--- src/rtl/mem_port_arbiter.sv ---
// rtl/mem_port_arbiter.sv - fetch/data arbiter for the shared single-ported instruction/data memory
// One transaction in flight; data port has priority except when fetch has been starved.
module mem_port_arbiter #(
   parameter int STARVE_MAX = 4
) (
   input  logic        clk,
   input  logic        rst_n,
   input  logic        if_req,
   input  logic [31:0] if_addr,
   output logic [31:0] if_rdata,
   output logic        if_done,
   input  logic        dm_req,
   input  logic        dm_we,
   input  logic [1:0]  dm_size,
   input  logic [31:0] dm_addr,
   input  logic [31:0] dm_wdata,
   output logic [31:0] dm_rdata,
   output logic        dm_done,
   output logic        dm_err,
   output logic        stall_if,
   output logic        stall_mem,
   output logic        mem_valid,
   input  logic        mem_ready,
   output logic [31:0] mem_addr,
   output logic        mem_we,
   output logic [3:0]  mem_be,
   output logic [31:0] mem_wdata,
   input  logic        mem_rvalid,
   input  logic [31:0] mem_rdata
);

   typedef enum logic [1:0] {IDLE, REQ, RESP, DONE} state_t;

   state_t      state;
   logic        owner_data;
   logic [3:0]  starve_cnt;
   logic        grant_data;
   logic        misaligned;
   logic [3:0]  dm_be;
   logic [31:0] dm_wd;

   assign stall_if  = if_req & ~if_done;
   assign stall_mem = dm_req & ~dm_done;

   always_comb begin
      grant_data = dm_req & ~(if_req & (starve_cnt == 4'(STARVE_MAX)));
      misaligned = 1'b0;
      dm_be      = 4'b1111;
      dm_wd      = dm_wdata;
      case (dm_size)
         2'b00: begin
            dm_be = 4'b0001 << dm_addr[1:0];
            dm_wd = {4{dm_wdata[7:0]}};
         end
         2'b01: begin
            misaligned = dm_addr[0];
            dm_be      = dm_addr[1] ? 4'b1100 : 4'b0011;
            dm_wd      = {2{dm_wdata[15:0]}};
         end
         default: misaligned = (dm_addr[1:0] != 2'b00);
      endcase
   end

   always_ff @(posedge clk or negedge rst_n) begin
      if (!rst_n) begin
         state      <= IDLE;
         owner_data <= 1'b0;
         starve_cnt <= 4'd0;
         mem_valid  <= 1'b0;
         mem_addr   <= 32'd0;
         mem_we     <= 1'b0;
         mem_be     <= 4'd0;
         mem_wdata  <= 32'd0;
         if_done    <= 1'b0;
         dm_done    <= 1'b0;
         dm_err     <= 1'b0;
         if_rdata   <= 32'd0;
         dm_rdata   <= 32'd0;
      end else begin
         if_done <= 1'b0;
         dm_done <= 1'b0;
         case (state)
            IDLE: begin
               if (if_req || dm_req) begin
                  owner_data <= grant_data;
                  if (grant_data) begin
                     if (!if_req)
                        starve_cnt <= 4'd0;
                     else if (starve_cnt != 4'hF)
                        starve_cnt <= starve_cnt + 4'd1;
                     mem_addr  <= {dm_addr[31:2], 2'b00};
                     mem_we    <= dm_we;
                     mem_be    <= dm_be;
                     mem_wdata <= dm_wd;
                     // Misaligned accesses complete immediately and never reach memory.
                     if (misaligned) begin
                        dm_done <= 1'b1;
                        dm_err  <= 1'b1;
                        state   <= DONE;
                     end else begin
                        mem_valid <= 1'b1;
                        state     <= REQ;
                     end
                  end else begin
                     starve_cnt <= 4'd0;
                     mem_addr   <= {if_addr[31:2], 2'b00};
                     mem_we     <= 1'b0;
                     mem_be     <= 4'b1111;
                     mem_wdata  <= 32'd0;
                     mem_valid  <= 1'b1;
                     state      <= REQ;
                  end
               end
            end
            REQ: begin
               if (mem_ready) begin
                  mem_valid <= 1'b0;
                  state     <= RESP;
               end
            end
            RESP: begin
               if (mem_rvalid) begin
                  if (owner_data) begin
                     dm_rdata <= mem_rdata;
                     dm_done  <= 1'b1;
                     dm_err   <= 1'b0;
                  end else begin
                     if_rdata <= mem_rdata;
                     if_done  <= 1'b1;
                  end
                  state <= DONE;
               end
            end
            default: begin
               dm_err <= 1'b0;
               state  <= IDLE;
            end
         endcase
      end
   end

endmodule

--- config.mk ---
export PLATFORM = sky130hd
export DESIGN_NAME = mem_port_arbiter
export DESIGN_NICKNAME = d
export VERILOG_FILES = /design/src/rtl/mem_port_arbiter.sv
export SDC_FILE = /design/constraint.sdc
export NUM_CORES = 1
export LEC_CHECK = 0
export BUFFER_PORTS_ARGS = -buffer_cell sky130_fd_sc_hd__buf_2
export CAP_MARGIN = 20
export CORE_MARGIN = 2
export CORE_UTILIZATION = 47
export CTS_CLUSTER_SIZE = 10
export DETAILED_ROUTE_END_ITERATION = 8
export PLACE_DENSITY = 0.83
export SLEW_MARGIN = 20
export SYNTH_ARGS = -nofsm -noshare
export SYNTH_HDL_FRONTEND = slang
export SYNTH_SLANG_ARGS = --single-unit
--- constraint.sdc ---
create_clock -name clk -period 2.02 [get_ports clk]
set_input_delay 0.303 -clock clk [delete_from_list [all_inputs] [get_ports clk]]
set_output_delay 0.303 -clock clk [all_outputs]
set_load 0.02 [all_outputs]
# After elaboration in Yosys (flattened, before gate mapping)
# Cells that the tools add are included.
# W data, S select, Z words.
# totals
ff_bits	144
latch_bits	0
ramBits	0
mem_bits_ro	0
in_bits	137
output_inout_bits	139
mem_count	0
# classes
add_sub_neg	1
n_mul	0
div	0
order_cmp	0
eq_ne	13
n_shift	1
n_mux	37
bitwise_logic	9
reduce_logical	12
# ops
cell	n
$mux W32	2
$pmux W32 S2	1
$mux W4	5
$mux W1	18
$ne A2 B2 Y1 const B	6
$reduce_and A3 Y1	4
$mux W2	5
$pmux W4 S2	1
$pmux W1 S2	3
$pmux W2 S3	1
$reduce_and A6 Y1	1
$not A1 Y1	5
$add A4 B1 Y4 const B	1
$and A1 B1 Y1	4
$eq A2 B1 Y1 const B	2
$eq A4 B3 Y1 const B	1
$logic_not A2 Y1	2
$ne A4 B4 Y1 const B	1
$reduce_and A4 Y1	1
$reduce_bool A2 Y1	2
$shl A1 B2 Y4 const A	1
$ne A3 B2 Y1 const B	1
$ne A3 B3 Y1 const B	1
$pmux W1 S3	1
other kinds (3)	3

# Longest topological paths before layout
# Gate-level depths: netlist of run 1.
# logic_depth
ltp_word	7
ltp_mapped	8

# Worst setup path after synthesis of run 1
# No wires, ideal clock.
# synth_timing
kind	register -> register
start	register starve_cnt[0]
end	register mem_valid
setup_ps	122
arrival_ps	1598
t_required_ps	1898
slack_ps	300
stages_incl_launch_ff	7
path_buffers	0
synth_period_minus_slack_ps	1720
path_cell_list	dfrtp_1 > inv_1 > ha_1 > and4b_1 > or4_4 > a21oi_1 > o2bb2ai_1
# synth_via
elab_chain_cells	7
elab_cells_between_ends	9
# synth_lines
item	line	text
from (decl)	36	logic [3:0] starve_cnt;
from (signal assigned)	90	starve_cnt <= starve_cnt + 4'd1;
$eq A4 B3 Y1 (*)	46	grant_data = dm_req & ~(if_req & (starve_cnt == 4'(STARVE_MAX)));
$and A1 B1 Y1 (*)	46	
$not A1 Y1 (*)	46	
$and A1 B1 Y1 (*)	46	
$mux W1	86	if (grant_data) begin
$mux W1	84	if (if_req || dm_req) begin
$pmux W1 S2	82	case (state)
to (signal assigned)	69	mem_valid <= 1'b0;
to (signal assigned)	101	mem_valid <= 1'b1;
to (signal assigned)	110	mem_valid <= 1'b1;
to (decl)	22	output logic mem_valid,
# Every way passes the cells marked *; elsewhere a longest branch is shown, timed or not. The select of a mux whose other input is x is not followed.
# A chain may end at the register's enable or synchronous reset.

# Worst setup path in the final report of run 1
# Same ends and word-level chain as after synthesis.

==> impl_metrics.py, run 1 <==
metrics = {
    "route": {
        "ant_nets": 0,
        "drt_iter0_drc": 408,
        "drt_wl_total_um": 16740,
        "vias_per_cell": 5.107,
        "wl_per_cell_um": 15.76,
        "dr_total_vias": 5424,
        "drc": 0,
        "drt-pass1-iter-count": 6,
    },
    "power_and_ir_drop": {
        "power.density_nw_per_um2": 1670,
        "power_leakage_uw": 0.004396,
        "clock_power_share_pct": 23.5,
        "p_switching_uw": 5544,
        "seq_power_share_pct": 35.0,
        "ir_worst_vdd_mv": 0.9942,
        "p_int_uw": 8409,
        "swShare_pct": 39.73,
        "pwr-share-comb_pct": 41.4,
    },
    "place": {
        "placed_cells_incl_taps": 1030,
        "portBuffers": 271,
        "postPlaceCellArea_um2": 7720,
        "hpwl_um": 12000,
        "gp_congestion": 0.8320,
    },
    "finish": {
        "nets": 1021,
        "layout_commonest_cell": "buf_2",
        "diodes": 0,
        "final_area_um2": 8353,
        "drive_above_1_share_pct": 40.45,
        "layout.cells.non_filler": 1062,
        "area_growth_pct": 38.13,
        "final_cell_mix": "buf_2 (270), nand2_1 (160), dfrtp_1 (142)",
    },
    "clock_tree": {
        "cts.sinks": 142,
        "cts_resized": 0,
        "postCtsSetupRepairBufs": 0,
        "clk_latency_ns": 0.41,
        "cts_root_buf": "clkbuf_16",
        "numCtsBuffers": 17,
        "cts.path.max_buffers": 2,
        "cts_tree": "done",
        "postCtsHoldBufs": 1,
        "clkSlewWorstSetupHoldPaths_ns": 0.06,
        "htreeDepth": 4,
    },
    "floorplan": {
        "core_um2": 12570,
        "initial_core_util_pct": 48.11,
        "rows": 41,
        "boundaryPins": 276,
        "die_y_um": 117.4,
        "die_x_um": 117.4,
        "die_area_um2": 13790,
    },
    "timing": {
        "setup_viol": 0,
        "tightest_slew_ns": 0.8012,
        "hold_ws_ns": 0.1011,
        "slew-limit-headroom_pct": 46.38,
        "clock_skew_ns": 0.007794,
        "finalCritPeriodShare_pct": 91.13,
        "max_freq_ghz": 0.5432,
        "hold_viol_final": 0,
        "final.setup.tns_ns": 0,
        "fin_crit_ns": 1.841,
        "slew_violations": 0,
        "rsz0062_at_grt": "false",
    },
    "global_routing": {
        "grt_max_degree": 61,
        "grt_antenna_before_repair": 1,
        "grt_overflow_total": 0,
        "grt.total_usage_pct": 24.84,
        "grt_pass1_wl_um": 27240,
        "grt_pass1_vias": 5440,
    },
    "worst_setup_path": {
        "crit_type": "reg -> reg",
        "critical_path_peak_fanout": 6,
        "cp_cell_sequence": "inv_1, ha_1, and4b_1, or4_4, a21oi_1, o2bb2ai_1",
        "timing.critical_path.arrival_ns": 2.13,
        "worst_setup_path_start_kind": "flip-flop",
        "worstReg2RegStart": "starve_cnt[0]$_DFFE_PN0P_",
        "reg2reg_depth": 6,
        "cp-end-kind": "flip-flop",
        "worst-r2r-setup-slack_ns": 0.18,
        "slowest_stage": "or4_4",
        "crit_required_ns": 2.31,
        "reg2reg_to": "mem_valid$_DFFE_PN0P_",
        "critPathMaxStageDelay_ns": 0.58,
    },
    "flow_run": {
        "drv_cap": 0,
    },
    "synthesis": {
        "synth_cell_types": 39,
        "avgSynthCellArea_um2": 10.03,
        "ys_seq_area_share_pct": 58.76,
        "ys_seq_elements": 142,
        "yosys_warnings": 0,
        "synth_area_um2": 6047,
        "syn_inst": 603,
    },
    "worst_hold_path": {
        "hold_start": "mem_rdata[12]",
        "hold_class": "in -> reg",
        "min_to": "if_rdata[12]$_DFFE_PN0P_",
        "hold_depth": 3,
    },
    "outcome": {
        "status": "finished, final reports clean",
    },
}
synthesized netlist by cell type (all sizes together):
master / number / area share, %
a21o: 1 / 0.12
o21ai: 35 / 3.0
nor4: 1 / 0.10
and3b: 1 / 0.14
a22o: 10 / 1.4
nor2: 42 / 2.6
dfrtp: 142 / 59
o21bai: 1 / 0.12
o2bb2ai: 1 / 0.14
o32a: 2 / 0.33
nor2b: 11 / 1.1
a311oi: 1 / 0.14
nand4: 1 / 0.10
and2: 1 / 0.10
a221oi: 1 / 0.14
o41ai: 2 / 0.29
nand2: 160 / 9.9
mux2: 38 / 7.1
a21oi: 73 / 6.1
or4: 1 / 0.19
nand3b: 1 / 0.12
inv: 10 / 0.62
buf: 14 / 1.1
o21a: 1 / 0.12
nand4b: 1 / 0.14
nand3: 4 / 0.33
conb: 1 / 0.062
ha: 6 / 1.2
a211o: 1 / 0.14
nor3: 1 / 0.083
and4b: 1 / 0.17
clkbuf: 22 / 1.4
mux2i: 15 / 2.5
worst max path at each step:
stage / from / endpoint / slack [ns]
floorplan: starve_cnt[0]$_DFFE_PN0P_ / mem_valid$_DFFE_PN0P_ / 0.30
global placement: starve_cnt[0]$_DFFE_PN0P_ / mem_valid$_DFFE_PN0P_ / 0.22
detailed placement: state[0]$_DFFE_PN0P_ / mem_addr[5]$_DFFE_PN0P_ / 0.19
CTS: state[0]$_DFFE_PN0P_ / mem_addr[5]$_DFFE_PN0P_ / 0.17
global route: starve_cnt[0]$_DFFE_PN0P_ / mem_valid$_DFFE_PN0P_ / 0.08
finish: starve_cnt[0]$_DFFE_PN0P_ / mem_valid$_DFFE_PN0P_ / 0.18
critical path: cells and delay by family, from the launching register on:
family	cells	cell delay (ns)
simple gates	2	0.78
flops	1	0.43
compound gates	2	0.22
fa+ha+maj	1	0.22
buf+inv	1	0.06
area by class of cell:
class	count	area, µm²
Tap cell	172	215.2
Clock buffer	21	460.4
Clock inverter	10	162.7
Inverter	10	37.54
Fill cell	1019	4215
Multi-Input combinational cell	416	2321
Sequential cell	142	3553
Timing Repair Buffer	291	1603
power groups by stage:
| stage | sequential (µW) | combinational, µW | clock, µW |
|---|---|---|---|
| after global routing | 5040 | 6260 | 3480 |
| after floorplan | 6390 | 2040 | 0 |
| final | 4890 | 5780 | 3290 |
| after detailed placement | 4890 | 5830 | 0 |
| after global placement | 4820 | 5680 | 0 |
| after CTS | 4880 | 5840 | 3340 |
per-stage QoR:
stage | setup WS [ns] | utilization [%] | power (µW)
final | 0.1792 | 66.46 | 13950
after floorplan | 0.3000 | - | 8429
after global routing | 0.07673 | 66.46 | 14790
after global placement | 0.2243 | 61.42 | 10490
after CTS | 0.1725 | 66.46 | 14070
after detailed placement | 0.1867 | 61.42 | 10720
per-layer routing:
| layer | up-vias | wire length [µm] | track usage, % |
|---|---|---|---|
| li1 | 2571 | - | - |
| met1 | 2587 | 6755 | 29.83 |
| met2 | 239 | 8394 | 42.62 |
| met3 | 25 | 1267 | 7.004 |
| met4 | 2 | 310 | 9.337 |
| met5 | - | 13 | 0 |
cells by family after synthesis:
group,count (synthesis),share of synthesized area [%]
AND/OR/NAND/NOR,226,15.17
flip-flops,142,58.76
AO/OA/AOI/OAI,129,12.08
multiplexers,53,9.559
buffers and inverters,46,3.124
adder cells (fa/ha/maj),6,1.241
other,1,0.06201
sequential cells by signal, summed over array words and instances, names as in the netlist, 2 cells and up:
register    flops
dm_rdata       32
if_rdata       32
mem_wdata      32
mem_addr       30
mem_be          4
starve_cnt      4
state           2
Note: power is estimated with default switching activity, not from simulation.
==> run 2, diff against run 1 <==
Settings changed: PLACE_DENSITY 0.83 to 0.8, SKIP_CTS_REPAIR_TIMING from default to 1.
==> impl_metrics.py, run 2 (synthesis results as in run 1) <==
metrics = {
    "power_and_ir_drop": {
        "p_switching_uw": 5511,
        "ir_worst_vdd_mv": 0.9764,
        "seq_power_share_pct": 35.5,
        "p_int_uw": 8137,
        "power.density_nw_per_um2": 1645,
        "clock_power_share_pct": 22.2,
        "swShare_pct": 40.38,
        "power_leakage_uw": 0.004376,
        "pwr-share-comb_pct": 42.2,
        "power_uw": 13650,
    },
    "timing": {
        "hold_viol_final": 0,
        "max_freq_ghz": 0.5405,
        "finalCritPeriodShare_pct": 91.59,
        "hold_ws_ns": 0.08700,
        "final.setup.tns_ns": 0,
        "setup_viol": 0,
        "rsz0062_at_grt": "false",
        "clock_skew_ns": 0.01432,
        "fin_crit_ns": 1.850,
        "slew_violations": 0,
    },
    "clock_tree": {
        "clkSlewWorstSetupHoldPaths_ns": 0.06,
        "htreeDepth": 4,
        "clk_latency_ns": 0.41,
        "cts.sinks": 142,
        "cts_tree": "done",
        "cts_root_buf": "clkbuf_16",
        "cts.path.max_buffers": 2,
        "numCtsBuffers": 17,
    },
    "floorplan": {
        "rows": 41,
        "die_y_um": 117.4,
        "die_x_um": 117.4,
        "initial_core_util_pct": 48.11,
        "die_area_um2": 13790,
        "core_um2": 12570,
        "boundaryPins": 276,
    },
    "route": {
        "drt_iter0_drc": 256,
        "drt_wl_total_um": 16710,
        "ant_nets": 0,
        "wl_per_cell_um": 15.72,
        "dr_total_vias": 5357,
        "drt-pass1-iter-count": 4,
        "vias_per_cell": 5.040,
        "drc": 0,
    },
    "worst_setup_path": {
        "critPathMaxStageDelay_ns": 0.59,
        "slowest_stage": "or4_4",
        "crit_type": "reg -> reg",
        "cp_cell_sequence": "inv_1, ha_1, and4b_1, or4_4, a21oi_2, mux2_1",
        "critical_path_peak_fanout": 6,
        "timing.critical_path.arrival_ns": 2.21,
        "cp-end-kind": "flip-flop",
        "worst_setup_path_start_kind": "flip-flop",
        "critical-path-top-delay-family": "simple AND/OR/NAND/NOR gates",
        "crit_required_ns": 2.38,
        "cp.buffers_inverters": 1,
    },
    "finish": {
        "top_regs": "dm_rdata x32, if_rdata x32, mem_wdata x32",
        "final_cell_mix": "buf_2 (270), nand2_1 (160), dfrtp_1 (142)",
        "layout_commonest_cell": "buf_2",
        "diodes": 0,
        "drive_above_1_share_pct": 40.52,
        "final_area_um2": 8294,
        "area_growth_pct": 37.16,
        "num-fill-cells": 1051,
        "nets": 1022,
        "layout.cells.non_filler": 1063,
    },
    "place": {
        "hpwl_um": 12040,
        "gp_congestion": 0.8141,
        "placed_cells_incl_taps": 1031,
        "portBuffers": 271,
        "postPlaceCellArea_um2": 7710,
    },
    "outcome": {
        "status": "finished, final reports clean",
    },
    "global_routing": {
        "grt_max_degree": 42,
        "grt_antenna_before_repair": 0,
        "grt_pass1_wl_um": 27190,
        "grt_overflow_total": 0,
        "grt.total_usage_pct": 24.77,
        "grt_pass1_vias": 5533,
    },
    "worst_hold_path": {
        "hold_class": "in -> reg",
    },
    "flow_run": {
        "drv_cap": 0,
    },
}
-- run 2: changes by cell type in the layout (fill, tap and decap cells not counted), sizes merged --
cell / previous run / this run
clkinv: 4 / 7
bufinv: 4 / 2
buf: 290 / 291
clkbuf: 21 / 20
-- run 2: area by class of cell --
cell class	count	area [µm²]	share of cell area [%]
clock buffer	20	456.7	5.506
clock inverter	11	117.6	1.418
inverter	10	37.54	0.4526
multi-input combinational	416	2316	27.92
sequential	142	3553	42.84
tap	172	215.2	2.595
timing repair buffer	292	1598	19.26
-- run 2: worst register-to-register path, stage by stage, from the launching register on --
cell,delay (ns)
dfrtp_1,0.42
inv_1,0.07
ha_1,0.22
and4b_1,0.21
or4_4,0.59
a21oi_2,0.16
mux2_1,0.14
-- run 2: power by group through the flow --
stage / logic [µW] / clock network [µW] / registers (µW)
floorplan: 2040 / 0 / 6390
global placement: 5670 / 0 / 4810
detailed placement: 5810 / 0 / 4870
CTS: 5830 / 3090 / 4850
global route: 6270 / 3210 / 5020
finish: 5770 / 3030 / 4850
-- run 2: layer usage --
layer | vias up | share of wire [%] | global-route usage (%)
met4 | 0 | 1.9 | 10.32
met2 | 199 | 50 | 42.03
li1 | 2573 | - | -
met3 | 24 | 6.5 | 6.518
met5 | - | 0 | 0
met1 | 2561 | 42 | 30.05
-- run 2: per-stage QoR --
step | worst slack (ns) | utilization, %
6_report | 0.1698 | 65.99
5_1_grt | 0.03076 | 65.99
4_1_cts | 0.1627 | 65.91
3_5_place_dp | 0.1713 | 61.34
3_3_place_gp | 0.2262 | 61.34
2_1_floorplan | 0.3000 | -
-- run 2: worst paths after layout --
path,from,to,slack (ns),cells past startpoint
max in group asynchronous,rst_n,starve_cnt[2]$_DFFE_PN0P_,1.08,3
min in group asynchronous,rst_n,dm_rdata[27]$_DFFE_PN0P_,0.37,2
min reg2reg,if_rdata[29]$_DFFE_PN0P_,if_rdata[29]$_DFFE_PN0P_,0.47,2
max,starve_cnt[0]$_DFFE_PN0P_,state[1]$_DFFE_PN0P_,0.17,6
min,mem_rdata[7],if_rdata[7]$_DFFE_PN0P_,0.09,3
max reg2reg,starve_cnt[0]$_DFFE_PN0P_,state[1]$_DFFE_PN0P_,0.17,6
==> run 3, diff against run 2 <==
Settings changed: CTS_CLUSTER_SIZE 10 to 8, GPL_TIMING_DRIVEN from default to 0, REMOVE_ABC_BUFFERS from default to 1.
==> impl_metrics.py, run 3 (synthesis results as in run 1) <==
metrics = {
    "outcome": {
        "status": "finished, final reports clean",
    },
    "global_routing": {
        "grt_overflow_total": 0,
        "busiest_layer": "met2",
        "grt_pass1_wl_um": 27310,
        "grt_pass1_vias": 5443,
        "grtUsageMet2_pct": 42.00,
        "grtUsageMet1_pct": 29.57,
        "grt.total_usage_pct": 24.78,
        "grt_antenna_before_repair": 0,
        "use_met3_pct": 8.949,
        "grt_max_degree": 74,
    },
    "worst_setup_path": {
        "cp-end-kind": "flip-flop",
        "critical_path_peak_fanout": 6,
        "crit_required_ns": 2.37,
        "crit_type": "reg -> reg",
        "cp_cell_sequence": "inv_1, ha_1, and4b_1, or4_4, a21oi_2, mux2_1",
        "slowest_stage": "or4_4",
        "worst_setup_path_start_kind": "flip-flop",
        "critPathMaxStageDelay_ns": 0.60,
        "timing.critical_path.arrival_ns": 2.29,
    },
    "timing": {
        "fin_crit_ns": 1.934,
        "clock_skew_ns": 0.008362,
        "slew-limit-headroom_pct": 59.01,
        "finalCritPeriodShare_pct": 95.74,
        "slew_violations": 0,
        "tightest_slew_ns": 0.6127,
        "hold_viol_final": 0,
        "rsz0062_at_grt": "false",
        "setup_viol": 0,
        "worst_slack_ns": 0.08598,
        "max_freq_ghz": 0.5171,
    },
    "route": {
        "drt_iter0_drc": 350,
        "drt_wl_total_um": 16850,
        "wl_per_cell_um": 15.99,
        "dr_total_vias": 5391,
        "drc": 0,
        "drt-pass1-iter-count": 4,
        "vias_per_cell": 5.115,
        "ant_nets": 0,
    },
    "clock_tree": {
        "htreeDepth": 4,
        "cts_tree": "done",
        "cts_root_buf": "clkbuf_16",
        "clk_latency_ns": 0.41,
        "clkSlewWorstSetupHoldPaths_ns": 0.06,
        "cts.sinks": 142,
        "cts.path.max_buffers": 2,
        "numCtsBuffers": 17,
    },
    "power_and_ir_drop": {
        "power.density_nw_per_um2": 1701,
        "power_leakage_uw": 0.004389,
        "ir_worst_vdd_mv": 1.165,
    },
    "finish": {
        "drive_above_1_share_pct": 40.82,
        "nets": 1012,
        "layout_commonest_cell": "buf_2",
        "top_regs": "dm_rdata x32, if_rdata x32, mem_wdata x32",
        "final_area_um2": 8384,
        "final_cell_mix": "buf_2 (270), nand2_1 (159), dfrtp_1 (142)",
        "area_growth_pct": 38.65,
        "diodes": 0,
    },
    "floorplan": {
        "core_um2": 12570,
        "die_x_um": 117.4,
        "boundaryPins": 276,
        "rows": 41,
        "die_y_um": 117.4,
        "initial_core_util_pct": 48.11,
        "die_area_um2": 13790,
    },
    "place": {
        "pre_cts_slack_ns": -0.2893,
        "portBuffers": 271,
        "hpwl_um": 11460,
        "gp_congestion": 0.8124,
        "postPlaceCellArea_um2": 7649,
    },
    "worst_hold_path": {
        "hold_class": "in -> reg",
    },
    "flow_run": {
        "drv_cap": 0,
    },
}
## run 3: area by class of cell
class / count / area [µm²]
inverter: 10 / 37.54
tap: 172 / 215.2
clock inverter: 12 / 207.7
multi-input combinational: 416 / 2342
fill: 995 / 4184
timing repair buffer: 282 / 1572
sequential: 142 / 3553
clock buffer: 20 / 456.7
## run 3: where the power goes
group          switching [µW]  internal [µW]
sequential                697           4160
combinational            3730           2200
clock                    1210           2270
total                    5640           8620
## run 3: worst paths after layout
| kind | from | end | slack (ns) | depth (start not counted) |
|---|---|---|---|---|
| worst max register to register | starve_cnt[0]$_DFFE_PN0P_ | state[1]$_DFFE_PN0P_ | 0.09 | 6 |
| worst max-delay path | starve_cnt[0]$_DFFE_PN0P_ | state[1]$_DFFE_PN0P_ | 0.09 | 6 |
| worst min-delay path | mem_rdata[30] | if_rdata[30]$_DFFE_PN0P_ | 0.09 | 3 |
| worst min register to register | if_rdata[2]$_DFFE_PN0P_ | if_rdata[2]$_DFFE_PN0P_ | 0.47 | 2 |
| min in group asynchronous | rst_n | dm_rdata[11]$_DFFE_PN0P_ | 0.47 | 2 |
| max in group asynchronous | rst_n | mem_addr[18]$_DFFE_PN0P_ | 0.81 | 3 |
## run 3: per-layer routing
| layer | part of all wire [%] | wire length (µm) | vias up |
|---|---|---|---|
| met2 | 51 | 8526 | 238 |
| met3 | 7.8 | 1320 | 28 |
| met1 | 40 | 6692 | 2574 |
| li1 | - | - | 2551 |
| met5 | 0 | 0 | - |
| met4 | 1.8 | 311 | 0 |
## run 3: through the flow
step	hold WS (ns)	cells	util, %	power (µW)	setup TNS, ns
final	0.09285	1054	66.71	14260	0
after global routing	0.08266	1054	66.71	15100	0
after CTS	-0.1368	1050	66.14	14290	-12.11
after detailed placement	0.3070	1018	60.86	10710	-9.039
after global placement	0.4527	1011	59.44	10360	-318.63
after floorplan	0.007409	568	-	8348	-13.25
## run 3: worst max-delay path, delay by kind of cell (launching register included)
family / cells / cell delay (ns)
muxes: 1 / 0.15
AOI/OAI and AO/OA: 1 / 0.17
buffers and inverters: 1 / 0.07
adders and majority gates: 1 / 0.22
DFF: 1 / 0.43
and+or+nand+nor: 2 / 0.84
